===== config.mk =====
export PLATFORM = sky130hd
export DESIGN_NAME = jk_count_monitor
export DESIGN_NICKNAME = d
export VERILOG_FILES = /design/src/rtl/jk_mon_pkg.sv /design/src/rtl/sat_counter.sv /design/src/rtl/jk_count_monitor.sv
export SDC_FILE = /design/constraint.sdc
export NUM_CORES = 1
export LEC_CHECK = 0
export ABC_AREA = 1
export CORE_ASPECT_RATIO = 1.1
export CORE_MARGIN = 3
export CORE_UTILIZATION = 56
export DETAILED_ROUTE_END_ITERATION = 7
export PLACE_DENSITY = 0.84
export SYNTH_ARGS = -nofsm -noshare
export SYNTH_HDL_FRONTEND = slang
export SYNTH_HIERARCHICAL = 1
export SYNTH_SLANG_ARGS = --single-unit

===== constraint.sdc =====
create_clock -name clk -period 3.4 [get_ports clk]
set_input_delay 0.85 -clock clk [delete_from_list [all_inputs] [get_ports clk]]
set_output_delay 0.85 -clock clk [all_outputs]
set_load 0.01 [all_outputs]

===== src/rtl/jk_mon_pkg.sv =====
// Shared types and defaults for the JK counter sequence monitor.
package jk_mon_pkg;

  // Monitor FSM state; the encoding is visible on the state output.
  typedef enum logic [1:0] {
    ST_IDLE   = 2'd0,
    ST_ACQ    = 2'd1,
    ST_LOCKED = 2'd2
  } jk_mon_state_e;

  localparam int unsigned DEF_WIDTH    = 3;
  localparam int unsigned DEF_LOCK_CNT = 2;
  localparam int unsigned DEF_ERR_W    = 8;
  localparam int unsigned DEF_WRAP_W   = 8;

  // Wide enough for LOCK_CNT up to 15.
  localparam int unsigned GOOD_W = 4;

endpackage


===== src/rtl/sat_counter.sv =====
// Up-counter that sticks at all-ones instead of wrapping.
module sat_counter #(
  parameter int unsigned W = 8
) (
  input  logic         clk,
  input  logic         reset,
  input  logic         inc,
  output logic [W-1:0] cnt
);

  logic [W-1:0] r_cnt;

  // Count increments, holding once the maximum is reached.
  always_ff @(posedge clk) begin
    if (reset) begin
      r_cnt <= '0;
    end else if (inc && (r_cnt != '1)) begin
      r_cnt <= r_cnt + 1'b1;
    end
  end

  assign cnt = r_cnt;

endmodule


===== src/rtl/jk_count_monitor.sv =====
// Passive monitor for a modulo-2^WIDTH up counter: acquires lock after
// LOCK_CNT consecutive correct steps, then flags bad steps and wrap-arounds.
// Build option JK_MON_STALL_OK_EN: a repeated value is neutral rather than
// a bad transition.
module jk_count_monitor
  import jk_mon_pkg::*;
#(
  parameter int unsigned WIDTH    = DEF_WIDTH,
  parameter int unsigned LOCK_CNT = DEF_LOCK_CNT,
  parameter int unsigned ERR_W    = DEF_ERR_W,
  parameter int unsigned WRAP_W   = DEF_WRAP_W
) (
  input  logic              clk,
  input  logic              reset,
  input  logic              en,
  input  logic [WIDTH-1:0]  q_in,
  output logic              locked,
  output logic              seq_err,
  output logic              wrap_pulse,
  output logic [ERR_W-1:0]  err_cnt,
  output logic [WRAP_W-1:0] wrap_cnt,
  output logic [1:0]        state
);

`ifdef JK_MON_STALL_OK_EN
  localparam bit StallNeutral = 1'b1;
`else
  localparam bit StallNeutral = 1'b0;
`endif

  localparam logic [GOOD_W-1:0] LockTarget = GOOD_W'(LOCK_CNT);

  jk_mon_state_e       r_state, w_state_d;
  logic [WIDTH-1:0]    r_q_prev, w_q_prev_d;
  logic [GOOD_W-1:0]   r_good_cnt, w_good_cnt_d;
  logic                r_locked;
  logic                r_seq_err;
  logic                r_wrap_pulse;
  logic [WRAP_W-1:0]   r_wrap_cnt;

  logic [WIDTH-1:0]    w_expected;
  logic                w_good;
  logic                w_neutral;
  logic                w_err_ev;
  logic                w_wrap_ev;

  assign w_expected = r_q_prev + 1'b1;
  assign w_good     = (q_in == w_expected);
  assign w_neutral  = StallNeutral && (q_in == r_q_prev);

  // Next-state, acquisition counter and event decode for one enabled sample.
  always_comb begin
    w_state_d    = r_state;
    w_q_prev_d   = r_q_prev;
    w_good_cnt_d = r_good_cnt;
    w_err_ev     = 1'b0;
    w_wrap_ev    = 1'b0;
    if (en) begin
      w_q_prev_d = q_in;
      unique case (r_state)
        ST_IDLE: begin
          // First sample only seeds q_prev.
          w_state_d    = ST_ACQ;
          w_good_cnt_d = '0;
        end
        ST_ACQ: begin
          if (w_neutral) begin
            w_state_d = r_state;
          end else if (w_good) begin
            if (r_good_cnt + 1'b1 == LockTarget) begin
              w_state_d    = ST_LOCKED;
              w_good_cnt_d = '0;
            end else begin
              w_good_cnt_d = r_good_cnt + 1'b1;
            end
          end else begin
            w_good_cnt_d = '0;
          end
        end
        ST_LOCKED: begin
          if (w_neutral) begin
            w_state_d = r_state;
          end else if (w_good) begin
            w_wrap_ev = (r_q_prev == '1) && (q_in == '0);
          end else begin
            w_err_ev     = 1'b1;
            w_state_d    = ST_ACQ;
            w_good_cnt_d = '0;
          end
        end
        default: begin
          w_state_d    = ST_IDLE;
          w_good_cnt_d = '0;
        end
      endcase
    end
  end

  // State, sample history, registered pulses and wrap count.
  always_ff @(posedge clk) begin
    if (reset) begin
      r_state      <= ST_IDLE;
      r_q_prev     <= '0;
      r_good_cnt   <= '0;
      r_locked     <= 1'b0;
      r_seq_err    <= 1'b0;
      r_wrap_pulse <= 1'b0;
      r_wrap_cnt   <= '0;
    end else begin
      r_state      <= w_state_d;
      r_q_prev     <= w_q_prev_d;
      r_good_cnt   <= w_good_cnt_d;
      r_locked     <= (w_state_d == ST_LOCKED);
      r_seq_err    <= w_err_ev;
      r_wrap_pulse <= w_wrap_ev;
      if (w_wrap_ev) begin
        r_wrap_cnt <= r_wrap_cnt + 1'b1;
      end
    end
  end

  sat_counter #(
    .W (ERR_W)
  ) u_err_cnt (
    .clk   (clk),
    .reset (reset),
    .inc   (w_err_ev),
    .cnt   (err_cnt)
  );

  assign locked     = r_locked;
  assign seq_err    = r_seq_err;
  assign wrap_pulse = r_wrap_pulse;
  assign wrap_cnt   = r_wrap_cnt;
  assign state      = r_state;

endmodule


## After elaboration in Yosys (flattened, before gate mapping)

Index checks and enable logic that the tools add are counted.

- Register bits after elaboration: 28
- Output and inout bits: 21

- $add $sub $neg: 4
- Eq/ne operators: 8
- Muxes and demuxes: 15
- Reductions and logical operators: 5

Operators by type and width:

| kind | count |
|---|---|
| $add A8 B1 Y8 const B | 2 |
| $mux W4 | 3 |
| $mux W2 | 4 |
| $ne A8 B8 Y1 const B | 1 |
| $pmux W4 S2 | 1 |
| $mux W1 | 6 |
| $pmux W2 S3 | 1 |
| $add A4 B1 Y4 const B | 1 |
| $eq A2 B2 Y1 const B | 2 |
| $eq A4 B2 Y1 const B | 1 |
| $add A3 B1 Y3 const B | 1 |
| $eq A3 B3 Y1 | 1 |
| $eq A3 B3 Y1 const B | 1 |
| $logic_not A3 Y1 | 1 |
| $eq A2 B1 Y1 const B | 1 |
| $logic_and A1 B1 Y1 | 2 |
| $logic_not A2 Y1 | 1 |
| $ne A2 B2 Y1 const B | 1 |
| $reduce_and A2 Y1 | 1 |

## Longest topological paths before layout

- Depth in word-level cells: 7
- Gate-level depth with buffers: 14

## Hierarchy

The synthesis kept the hierarchy.

By module, submodules not included:

| module | instances | cells each | area each (um2) | sequential area each (um2) |
|---|---|---|---|---|
| jk_count_monitor | 1 | 160 | 1,131.1 | 400.4 |
| sat_counter | 1 | 77 | 484.2 | 160.2 |

## Worst setup path before layout

OpenSTA, ideal clock, no wires.

- Path kind: in2reg
- From: in q_in[2]
- To: reg u_err_cnt.r_cnt[3] (netlist: u_err_cnt/cnt[3])
- Setup time: 0.115 ns
- Arrival: 1.861 ns
- Data required time: 3.285 ns
- Slack: 1.424 ns
- Stages: 12
- Path through: inv_1 -> nand2_1 -> nand2_1 -> nand3_2 -> nand2_1 -> nor2_1 -> buf_4 -> inv_2 -> nor2_1 -> nand3_1 -> nand2_1 -> nor2_1

- Longest elaborated chain between the ends: 5

Ends and longest elaborated chain:

| what | RTL line | text |
|---|---|---|
| from (decl) | jk_count_monitor.sv:16 | `input logic [WIDTH-1:0] q_in,` |
| $eq A3 B3 Y1 | jk_count_monitor.sv:48 | `assign w_good = (q_in == w_expected);` |
| $mux W1 | jk_count_monitor.sv:83 | `end else if (w_good) begin` |
| $mux W1 | jk_count_monitor.sv:60 | `unique case (r_state)` |
| $mux W1 | jk_count_monitor.sv:58 | `if (en) begin` |
| named net w_err_ev | jk_count_monitor.sv:44 | `logic w_err_ev;` |
| $logic_and A1 B1 Y1 | sat_counter.sv:17 | `end else if (inc && (r_cnt != '1)) begin` |
| to (signal assigned) | sat_counter.sv:18 | `r_cnt <= r_cnt + 1'b1;` |
| to (decl) | sat_counter.sv:11 | `logic [W-1:0] r_cnt;` |

The timed path passes the listed nets, and every way through them passes these cells.
A chain may end at the register's enable or synchronous reset.

## Worst setup path after layout

- From: in q_in[0]
- To: reg u_err_cnt.r_cnt[4] (netlist: u_err_cnt/cnt[4])

Same word-level chain as after synthesis.

==> impl_metrics.ini <==
[outcome]
status = complete, no violations

[yosys]
postSynthNetCount = 249
synth_area_leaders = dfxtp_1, nand2_1, nor2_1
synth_edf_count = 0
yosysTopAreaCellShare = 0.347
synth_cells = 237
synth_top_family_by_area = simple AND/OR/NAND/NOR gates
ys_types = 27
syn_area_per_cell_um2 = 6.82
synth_compound_area_frac = 0.0837
synth_area_leader_cell = dfxtp_1
synth_ff_type = dfxtp_1
yosysWarnings = 6
seq_area_frac_synth = 0.347
muxShareOfSynthArea = 0
synthSimpleGateAreaFrac = 0.407
synthAdderAreaFrac = 0.0465
netlist_area_um2 = 1620
synth-xor-area-share = 0.0155
synth-seq-cells = 28
async_flop_share = 0

[floorplanning]
core_um2 = 2620
start_util = 0.618
die_w_um = 57.2
rows = 19
ios = 27
die_h_um = 62.3
dieArea_um2 = 3570

[route]
antenna_left = 0
vias = 1511
drt-total-wl_um = 3250
routedWlPerCell_um = 11.0
initialDrtViolationCount = 54
viasPerCell = 5.12
drt_first_pass_iters = 4
drcViolationCount = 0

[placement]
dp_hpwl_um = 2490
portBuffers = 26
place_congestion = 0.798

[finish]
final_cell_mix = nand2_1, nor2_1, dfxtp_1
fin_nets = 277
fill_cells = 221
regArea_um2 = 561
final_common_cell = nand2_1
antennaDiodeCount = 0
syn2layout_area_growth_pct = 19.4
drive_gt1_frac = 0.117
multiInputGateArea_um2 = 893

[timing]
skew_ns = 0.00197
max_slew_margin = 0.698
fmax_mhz = 436
finalCritPeriodShare = 0.675
final-hold-violation-count = 0
setup_viol = 0
grt_setup_unrepaired = false
holdWs_ns = 0.501
period_needed_ns = 2.29
slew_viol_final = 0
tightest_slew_ns = 0.452
tns_ns = 0

[global_route]
grt.total_usage = 0.192
grt_overflow = 0
antenna_found_initial = 0
grt_pass1_wl_um = 5680
busiest_layer = met2
grt_pass1_vias = 1349
grt_use_met2 = 0.324
met1_usage = 0.252
grt_max_degree = 16
gr-usage-met3 = 0.0269

[clock_tree]
cts_hold_buf = 0
cts_made_buffers = 3
cts.sinks = 28
clockBufferDepth = 2
root_buffer = clkbuf_4
insertion_delay_ns = 0.32
ctsHtreeMaxLevel = 1
post-cts-setup-buffers = 0
cts.clk_slew.worst_paths_ns = 0.15
ctsResizeCount = 0
cts_tree = built

[worst_setup_path]
critical_path_class = in2reg
crit_path_max_fanout = 12
start_kind = primary input
endpoint_kind = flip-flop
r2r_slack_ns = 1.35
arrival_ns = 2.53
worstPathRequired_ns = 3.64

[pwr]
powerDensity_nw_per_um2 = 300
power.ir.vdd_worst_mv = 0.314
leakage_uw = 0.000813

[job]
maxCapViolCount = 0

[worst_hold_path]
worst_hold_path_type = reg2reg
[cell usage after synthesis, types with 4 or more instances]
cell,instances
nor2_1,33
nand2_1,60
inv_1,27
nand2_2,4
nand4_1,10
a21oi_1,14
nand3_2,6
inv_2,6
ha_1,6
dfxtp_1,28
nand3_1,14
[layer usage]
metal / wire, µm / vias up
met4: 36 / 0
met5: 0 / -
li1: - / 813
met2: 1520 / 26
met3: 98 / 4
met1: 1590 / 668
[cell type report]
cell class              count  area share
multi-input cells         171       0.463
flip-flops and latches     28       0.291
repair buffers             28       0.143
inverters                  33      0.0642
well taps                  31      0.0201
clock buffers               4      0.0188
[stage by stage]
step	instances	worst slack [ns]	cell area, µm²	utilization	power (µW)
after floorplan	237	1.42	1620	-	399
after global placement	291	0.848	1890	0.723	421
after detailed placement	291	0.792	1890	0.723	423
after CTS	295	1.13	1930	0.737	581
after global routing	295	0.949	1930	0.737	605
final	295	1.11	1930	0.737	578
[logic make-up after synthesis]
kind of cell | Yosys count
simple gates | 138
buf+inv | 38
flops | 28
compound gates | 25
fa+ha+maj | 6
xor+xnor | 2
[worst max-delay path: stages]
cell and delay, ns:
clkdlybuf4s50_1 0.57, inv_2 0.07, nand2_1 0.07, nand2_2 0.08, nand3_2 0.12, nand2_1 0.08, nor2_1 0.10, buf_4 0.19
nand2_1 0.07, nor2_1 0.14, nand3_1 0.09, nand2_1 0.07, nor2_1 0.04
[power by group]
group          leakage (µW)  total (µW)  internal, µW  switching [µW]
registers          0.000227         342           335            7.05
logic              0.000565        74.7          29.7            44.9
clock network     0.0000210         161          65.4            95.3
total              0.000813         578           430             147
[state kept, by name, summed over array words and instances (netlist names)]
| register | flops |
|---|---|
| wrap_cnt | 8 |
| seq_err | 1 |
| locked | 1 |
| u_err_cnt/cnt | 8 |
| state | 2 |
| wrap_pulse | 1 |
| r_good_cnt | 4 |
| r_q_prev | 3 |
[worst paths after layout]
kind / startpoint / end / cells after the start
min: u_err_cnt/cnt[6] / u_err_cnt/cnt[6] / 2
max reg2reg: r_q_prev[0] / u_err_cnt/cnt[4] / 14
max: q_in[0] / u_err_cnt/cnt[4] / 13
min reg2reg: u_err_cnt/cnt[6] / u_err_cnt/cnt[6] / 2
Power figures use the tool's default switching activity.
